**src/rtl/wb_backward_arbiter.sv**
```systemverilog
// wb_backward_arbiter: round-robin merge of B-channel words
// into one registered master-side stream.
module wb_backward_arbiter #(
    parameter int NUM_IN = 4,
    parameter int IDX_W  = 2,
    parameter int DATA_W = 14
) (
    input  logic                     CLK,
    input  logic                     RST,
    input  logic [NUM_IN*DATA_W-1:0] DATAi,
    input  logic [NUM_IN-1:0]        VALIDi,
    output logic [NUM_IN-1:0]        READYi,
    output logic [DATA_W-1:0]        DATAo,
    output logic                     VALIDo,
    input  logic                     READYo,
    output logic [IDX_W-1:0]         GRANTo
);

    logic [IDX_W-1:0]  r_last;
    logic [IDX_W-1:0]  r_grant;
    logic [DATA_W-1:0] r_data;
    logic              r_valid;

    logic              w_load_en;
    logic              w_found;
    logic [IDX_W-1:0]  w_win;
    logic [IDX_W-1:0]  w_k;
    logic [DATA_W-1:0] w_word;

    assign w_load_en = (~r_valid | READYo) & ~RST;

    // Scan sources starting just after the last winner; first valid wins.
    always_comb begin
        w_found = 1'b0;
        w_win   = '0;
        w_k     = '0;
        for (int i = 1; i <= NUM_IN; i++) begin
            w_k = IDX_W'((int'(r_last) + i) % NUM_IN);
            if (!w_found && VALIDi[w_k]) begin
                w_found = 1'b1;
                w_win   = w_k;
            end
        end
    end

    // Mux the winning word and raise ready only on the winner.
    always_comb begin
        w_word = '0;
        READYi = '0;
        for (int k = 0; k < NUM_IN; k++) begin
            if (w_win == IDX_W'(k)) begin
                w_word    = DATAi[k*DATA_W +: DATA_W];
                READYi[k] = w_load_en & w_found;
            end
        end
    end

    // Output register: load on grant, drain on accept, else hold.
    always_ff @(posedge CLK) begin
        if (RST) begin
            r_valid <= 1'b0;
            r_data  <= '0;
            r_grant <= '0;
            r_last  <= IDX_W'(NUM_IN - 1);
        end else if (w_load_en && w_found) begin
            r_valid <= 1'b1;
            r_data  <= w_word;
            r_grant <= w_win;
            r_last  <= w_win;
        end else if (READYo && r_valid) begin
            r_valid <= 1'b0;
        end
    end

    assign DATAo  = r_data;
    assign VALIDo = r_valid;
    assign GRANTo = r_grant;

endmodule

```
**config.mk**
```make
export PLATFORM = sky130hd
export DESIGN_NAME = wb_backward_arbiter
export DESIGN_NICKNAME = d
export VERILOG_FILES = /design/src/rtl/wb_backward_arbiter.sv
export SDC_FILE = /design/constraint.sdc
export NUM_CORES = 1
export LEC_CHECK = 0
export CAP_MARGIN = 20
export CORE_MARGIN = 5
export CORE_UTILIZATION = 36
export CTS_CLUSTER_SIZE = 20
export DETAILED_ROUTE_END_ITERATION = 8
export HOLD_SLACK_MARGIN = 0.06
export PLACE_DENSITY = 0.9
export SYNTH_ARGS = -nofsm -noshare
export SYNTH_HDL_FRONTEND = slang
export SYNTH_SLANG_ARGS = --single-unit
export TNS_END_PERCENT = 20
```
**constraint.sdc**
```tcl
create_clock -name CLK -period 2.65 [get_ports CLK]
set_clock_uncertainty 0.2 [all_clocks]
set_input_delay 0.3975 -clock CLK [delete_from_list [all_inputs] [get_ports CLK]]
set_output_delay 0.3975 -clock CLK [all_outputs]
set_load 0.02 [all_outputs]
```
# After elaboration in Yosys (flattened, before gate mapping)
# Index checks and enable logic that the tools add are counted.
dict set report totals {
  mem_bits_rw 0
  latch_bits 0
  mem_count 0
  in_bits 63
  output_inout_bits 21
  elab_cells 56
  romBits 0
  ff_bits 19
}
dict set report classes {
  mul 0
  bitwise_logic 5
  div 0
  shift 0
  eq_ne 3
  n_addsub 4
  mux 26
  n_lt_le_gt_ge 4
  reduce_logical 10
}
# cell count
set ops {}
lappend ops {{two-way mux 14 bit} 4}
lappend ops {{two-way mux 1 bit} 14}
lappend ops {{< comparator 2 x 3 -> 1 bit (second input constant)} 4}
lappend ops {{binary-select mux 1 bit (select 2 bit)} 4}
lappend ops {{two-way mux 2 bit} 4}
lappend ops {{logical AND 1 bit} 5}
lappend ops {{adder 2 x 1 -> 2 bit (second input constant)} 2}
lappend ops {{adder 2 bit (second input constant)} 2}
lappend ops {{== test 2 bit (second input constant)} 2}
lappend ops {{zero test 1 bit} 3}
lappend ops {{bitwise AND 1 bit} 2}
lappend ops {{== test 2 x 1 -> 1 bit (second input constant)} 1}
lappend ops {{zero test 2 bit} 1}
lappend ops {{inverter 1 bit} 2}
lappend ops {{nonzero test 2 bit} 1}
lappend ops {{bitwise OR 1 bit} 1}

# Depth between registers and ports, before layout
dict set report depth {
  ltp_word 18
  mapped_depth 7
  depth_no_buf 5
}

# Least setup slack after synthesis
# No wires, ideal clock.
dict set report synth_path {
  path_kind {input-to-output}
  from {in VALIDi[3]}
  to {out READYi[0]}
  t_arrival_ns 1.542
  path_buffers 2
  required_ns 2.053
  setup_slack_ns 0.511
  path_stages 7
  cell_sequence {nor2b_1 > o21ai_0 > o311ai_1 > nand2b_1 > clkbuf_2 > buf_4 > nor2_1}
}
dict set report synth_between {
  elab_chain_cells 14
  word_cells_on_any_way 25
  classes_between {mux: 17; bitwise: 1; reduce/logical: 7}
}
# item line
set synth_rtl {}
lappend synth_rtl {{start: declaration} 11} ;# input logic [NUM_IN-1:0] VALIDi,
lappend synth_rtl {{binary-select mux 1 bit (select 2 bit)} 39} ;# if (!w_found && VALIDi[w_k]) begin
lappend synth_rtl {{two-way mux 1 bit (implied by the code)} 39}
lappend synth_rtl {{two-way mux 1 bit} 39}
lappend synth_rtl {{zero test 1 bit} 39}
lappend synth_rtl {{logical AND 1 bit} 39}
lappend synth_rtl {{two-way mux 1 bit} 39}
lappend synth_rtl {{zero test 1 bit} 39}
lappend synth_rtl {{logical AND 1 bit} 39}
lappend synth_rtl {{two-way mux 1 bit} 39}
lappend synth_rtl {{zero test 1 bit} 39}
lappend synth_rtl {{logical AND 1 bit} 39}
lappend synth_rtl {{two-way mux 1 bit or two-way mux 2 bit (tied branches)} 39}
lappend synth_rtl {{bitwise AND 1 bit or zero test 2 bit (tied branches)} {53, 51}}
lappend synth_rtl {{two-way mux 1 bit (*)} 51} ;# if (w_win == IDX_W'(k)) begin
lappend synth_rtl {{end: declaration} 12} ;# output logic [NUM_IN-1:0] READYi,
# Mark *: on every way between the ends. The rest lies on a longest branch, timed or not. The select of a mux whose other input is x is not followed.

# Final worst setup path
dict set report layout_path {
  from {in VALIDi[3]}
  to {out READYi[2]}
}
dict set report layout_between {
  elab_chain_cells 14
  word_cells_on_any_way 25
  classes_between {eq/ne: 1; mux: 17; bitwise: 1; reduce/logical: 6}
}
# item line
set layout_rtl {}
lappend layout_rtl {{binary-select mux 1 bit (select 2 bit)} 39}
lappend layout_rtl {{two-way mux 1 bit (implied by the code)} 39}
lappend layout_rtl {{two-way mux 1 bit} 39}
lappend layout_rtl {{zero test 1 bit} 39}
lappend layout_rtl {{logical AND 1 bit} 39}
lappend layout_rtl {{two-way mux 1 bit} 39}
lappend layout_rtl {{zero test 1 bit} 39}
lappend layout_rtl {{logical AND 1 bit} 39}
lappend layout_rtl {{two-way mux 1 bit} 39}
lappend layout_rtl {{zero test 1 bit} 39}
lappend layout_rtl {{logical AND 1 bit} 39}
lappend layout_rtl {{two-way mux 2 bit or two-way mux 1 bit (tied branches)} 39}
lappend layout_rtl {{== test 2 bit or bitwise AND 1 bit (tied branches)} {51, 53}}
lappend layout_rtl {{two-way mux 1 bit (*)} 51}
# Marks and branches as above.

==> results.md <==
* F_max at between 0.3 and 0.4 GHz
* CORE AREA at approximately 3000 um^2
* Vias post-DR at approximately 1.3k
* Failing checks: negative setup slack
* Peak supply drop at 255 uV
* CTS Buf Count at 3
* Later-pin clock latency in the skew report at roughly 0.30 ns
* Hold Path Class: reg -> reg
* H-tree depth at 1
* Seq/Total Area, Yosys at between 30% and 40%
* Net count, final at between 200 and 300
* Maximum fanout count along the critical path at 5
* Pre-antenna DRT Iters at 4
* Share of cells above drive strength 1 at between 10% and 20%
* Die width at 65.6 um
* Boundary pin count at 84
* Critical path arrival at slightly above 2 ns
* WL final at a little over 4000 um
* Die H at 65.6 um
* Worst rel slew slack at about 36%
* Post-synthesis register bit count at 19
* Number of port buffers at between 80 and 90
* Residual DRC at 0
* Hold Vio Cnt, Final at 0
* Leakage at ~0.00083 uW
* N_diodes at 0
* Placer Congestion at around 0.78
* Crit path capture type: output pin
* Total power at between 900 and 1000 uW
* WL/cell at roughly 17 um
* Tcrit/Tclk final at 100%
* Synth Net Count at between 150 and 200
* Die area at approximately 4300 um^2
* Power per cell area at 448 nW/um^2
* Area delta synth->final at 83.8%
* Post CTS Setup Buffer Count at 0
* CP max-delay cell: clkdlybuf4s50_1
* Worst slack, placed at -0.315 ns
* Initial Util at a little under two fifths
* Mapped Avg Cell Area at 9.36 um^2
* Clock Sinks at 19
* Via density per instance at roughly 5.3
* Post-Syn Area at about 1100 um^2
* Buf+Inv Stages, Crit Path at 2
* Initial antenna violation count at 0
* Outcome: complete, but fails checks
* Crit-path leading delay family: buffers and inverters
* Gr ovfl total at 0
* Final core utilization at approximately 68%
* Final min period at roughly 2.7 ns
* Clock root buffer: clkbuf_4
* Rows at 20
* Max Slew Vio Count at 0
* WP data required at ~2.1 ns
* Count of different cell masters after synthesis at 26
* Remaining antenna violation count at 0
* First DRT Iteration DRCs at 33
* Clock slew at reported path FFs at roughly 0.11 ns
* Max cap viols at 0
* Endpoints failing setup at 1
* Yosys warning total at 0
* CP Launch Type: input pin
* Mapped Cells at between 100 and 150
* Slew @ Worst Pin at approximately 0.96 ns
* Setup CP Type: in -> out
* HPWL Detailed at between 3000 and 4000 um
* Overall routing resource usage at a little under a fifth
* CP Cell Sequence: clkdlybuf4s50_1 > nor2b_1 > o21ai_0 > o311ai_2 > nand2b_1 > nor2_1 > clkbuf_2
* First-pass GRT wire length at about 6100 um
* Delay of the slowest critical-path stage at 0.50 ns
* Final Worst Setup Slack at -0.00404 ns
* Vias in the first global route at ~1.3k
* FILL cells at ~260
* Clk buf depth at 2
* RSZ-0062 raised after global routing: yes
* CTS tree: done
* Largest net degree at the start of global routing at 20
==> layout by cell type (no fill, tap or decap), drive strengths merged <==
cell type / netlist / layout
or2: 1 / 1
nand2: 15 / 15
o221ai: 14 / 14
nand2b: 2 / 2
nor2b: 4 / 4
o31ai: 1 / 1
o311ai: 2 / 2
a211o: 1 / 1
o311a: 1 / 1
dfxtp: 19 / 19
mux2i: 28 / 28
nor2: 14 / 14
nor3: 1 / 1
o21bai: 1 / 1
dlygate4sd2: 0 / 1
clkdlybuf4s50: 0 / 79
or3b: 1 / 1
clkbuf: 2 / 6
a31oi: 1 / 1
a21boi: 1 / 1
clkinv: 0 / 1
o21ai: 2 / 2
a21oi: 1 / 1
buf: 6 / 13
inv: 1 / 1
==> registers in the layout (all words and copies together), names as in the netlist <==
| name | cells |
|---|---|
| VALIDo | 1 |
| r_last | 2 |
| DATAo | 14 |
| GRANTo | 2 |
==> worst register-to-register path: cells and delay by family, from the launching register on <==
kind,cells,cell delay [ns]
AOI/OAI and AO/OA,2,0.29
DFF,1,0.34
and+or+nand+nor,3,1.01
==> what timing repair did <==
item                       4_1_cts  5_1_grt
resized for setup                8        6
hold buffers                     0        0
setup endpoints to repair        4        4
pin swaps                        0        0
==> cell usage after synthesis (all sizes together) <==
| library cell | count | area (um^2) |
|---|---|---|
| a31oi | 1 | 6.26 |
| o221ai | 14 | 123 |
| a21boi | 1 | 7.51 |
| nor3 | 1 | 5.00 |
| o21bai | 1 | 7.51 |
| a211o | 1 | 8.76 |
| dfxtp | 19 | 380 |
| or2 | 1 | 6.26 |
| mux2i | 28 | 280 |
| or3b | 1 | 8.76 |
| inv | 1 | 3.75 |
| a21oi | 1 | 5.00 |
| o311ai | 2 | 17.5 |
| o311a | 1 | 10.0 |
| clkbuf | 2 | 8.75 |
| nand2 | 15 | 56.3 |
| nor2b | 4 | 25.0 |
| o21ai | 2 | 10.0 |
| nand2b | 2 | 12.5 |
| nor2 | 14 | 52.6 |
| o31ai | 1 | 21.3 |
| buf | 6 | 57.6 |
==> final cells by class <==
| cell class | count | area, um^2 | area share [%] |
|---|---|---|---|
| clock buffer | 3 | 22.5 | 1.10 |
| tap | 33 | 41.3 | 2.02 |
| timing repair buffer | 96 | 912 | 44.6 |
| clock inverter | 1 | 5.00 | 0.244 |
| inverter | 1 | 3.75 | 0.183 |
| multi-input combinational | 91 | 682 | 33.3 |
| sequential | 19 | 380 | 18.6 |
==> through the flow <==
step	setup TNS [ns]	area, um^2	hold slack [ns]	cells
after global placement	-0.856	2020	0.243	240
after CTS	-0.00911	2050	0.283	244
after floorplan	0	1110	0.267	119
final	-0.00404	2050	0.279	244
after global routing	-0.242	2050	0.314	244
after detailed placement	-1.26	2020	0.256	240
==> report_power, final <==
| group | internal [uW] | leakage (uW) | total, uW | switching (uW) |
|---|---|---|---|---|
| Combinational | 235 | 0.000652 | 420 | 185 |
| Clock | 56.2 | 0.0000177 | 150 | 93.8 |
| Sequential | 325 | 0.000158 | 347 | 22.2 |
| Total | 616 | 0.000828 | 917 | 301 |
==> final timing paths <==
path | slack [ns] | endpoint | cells past startpoint | startpoint
min | 0.28 | DATAo[8]$_SDFFE_PP0N_ | 2 | DATAo[8]$_SDFFE_PP0N_
min reg2reg | 0.28 | DATAo[8]$_SDFFE_PP0N_ | 2 | DATAo[8]$_SDFFE_PP0N_
max reg2reg | 0.73 | DATAo[10]$_SDFFE_PP0N_ | 5 | VALIDo$_SDFFE_PP0P_
max | -0.004 | READYi[2] | 7 | VALIDi[3]
==> metal layers <==
metal  global-route usage (%)  wire length, um
met1                     19.4             1450
met5                        0                0
met3                     7.01              401
met2                     33.6             2170
met4                     4.66               26
==> cells by family (layout without fill, tap and decap cells) <==
kind of cell | Yosys count | count (layout) | synth area share [%]
simple gates | 38 | 38 | 14.9
mux | 28 | 28 | 25.2
compound gates | 25 | 25 | 19.4
flops | 19 | 19 | 34.2
buf+inv | 9 | 101 | 6.29
Power figures use the tool's default switching activity.
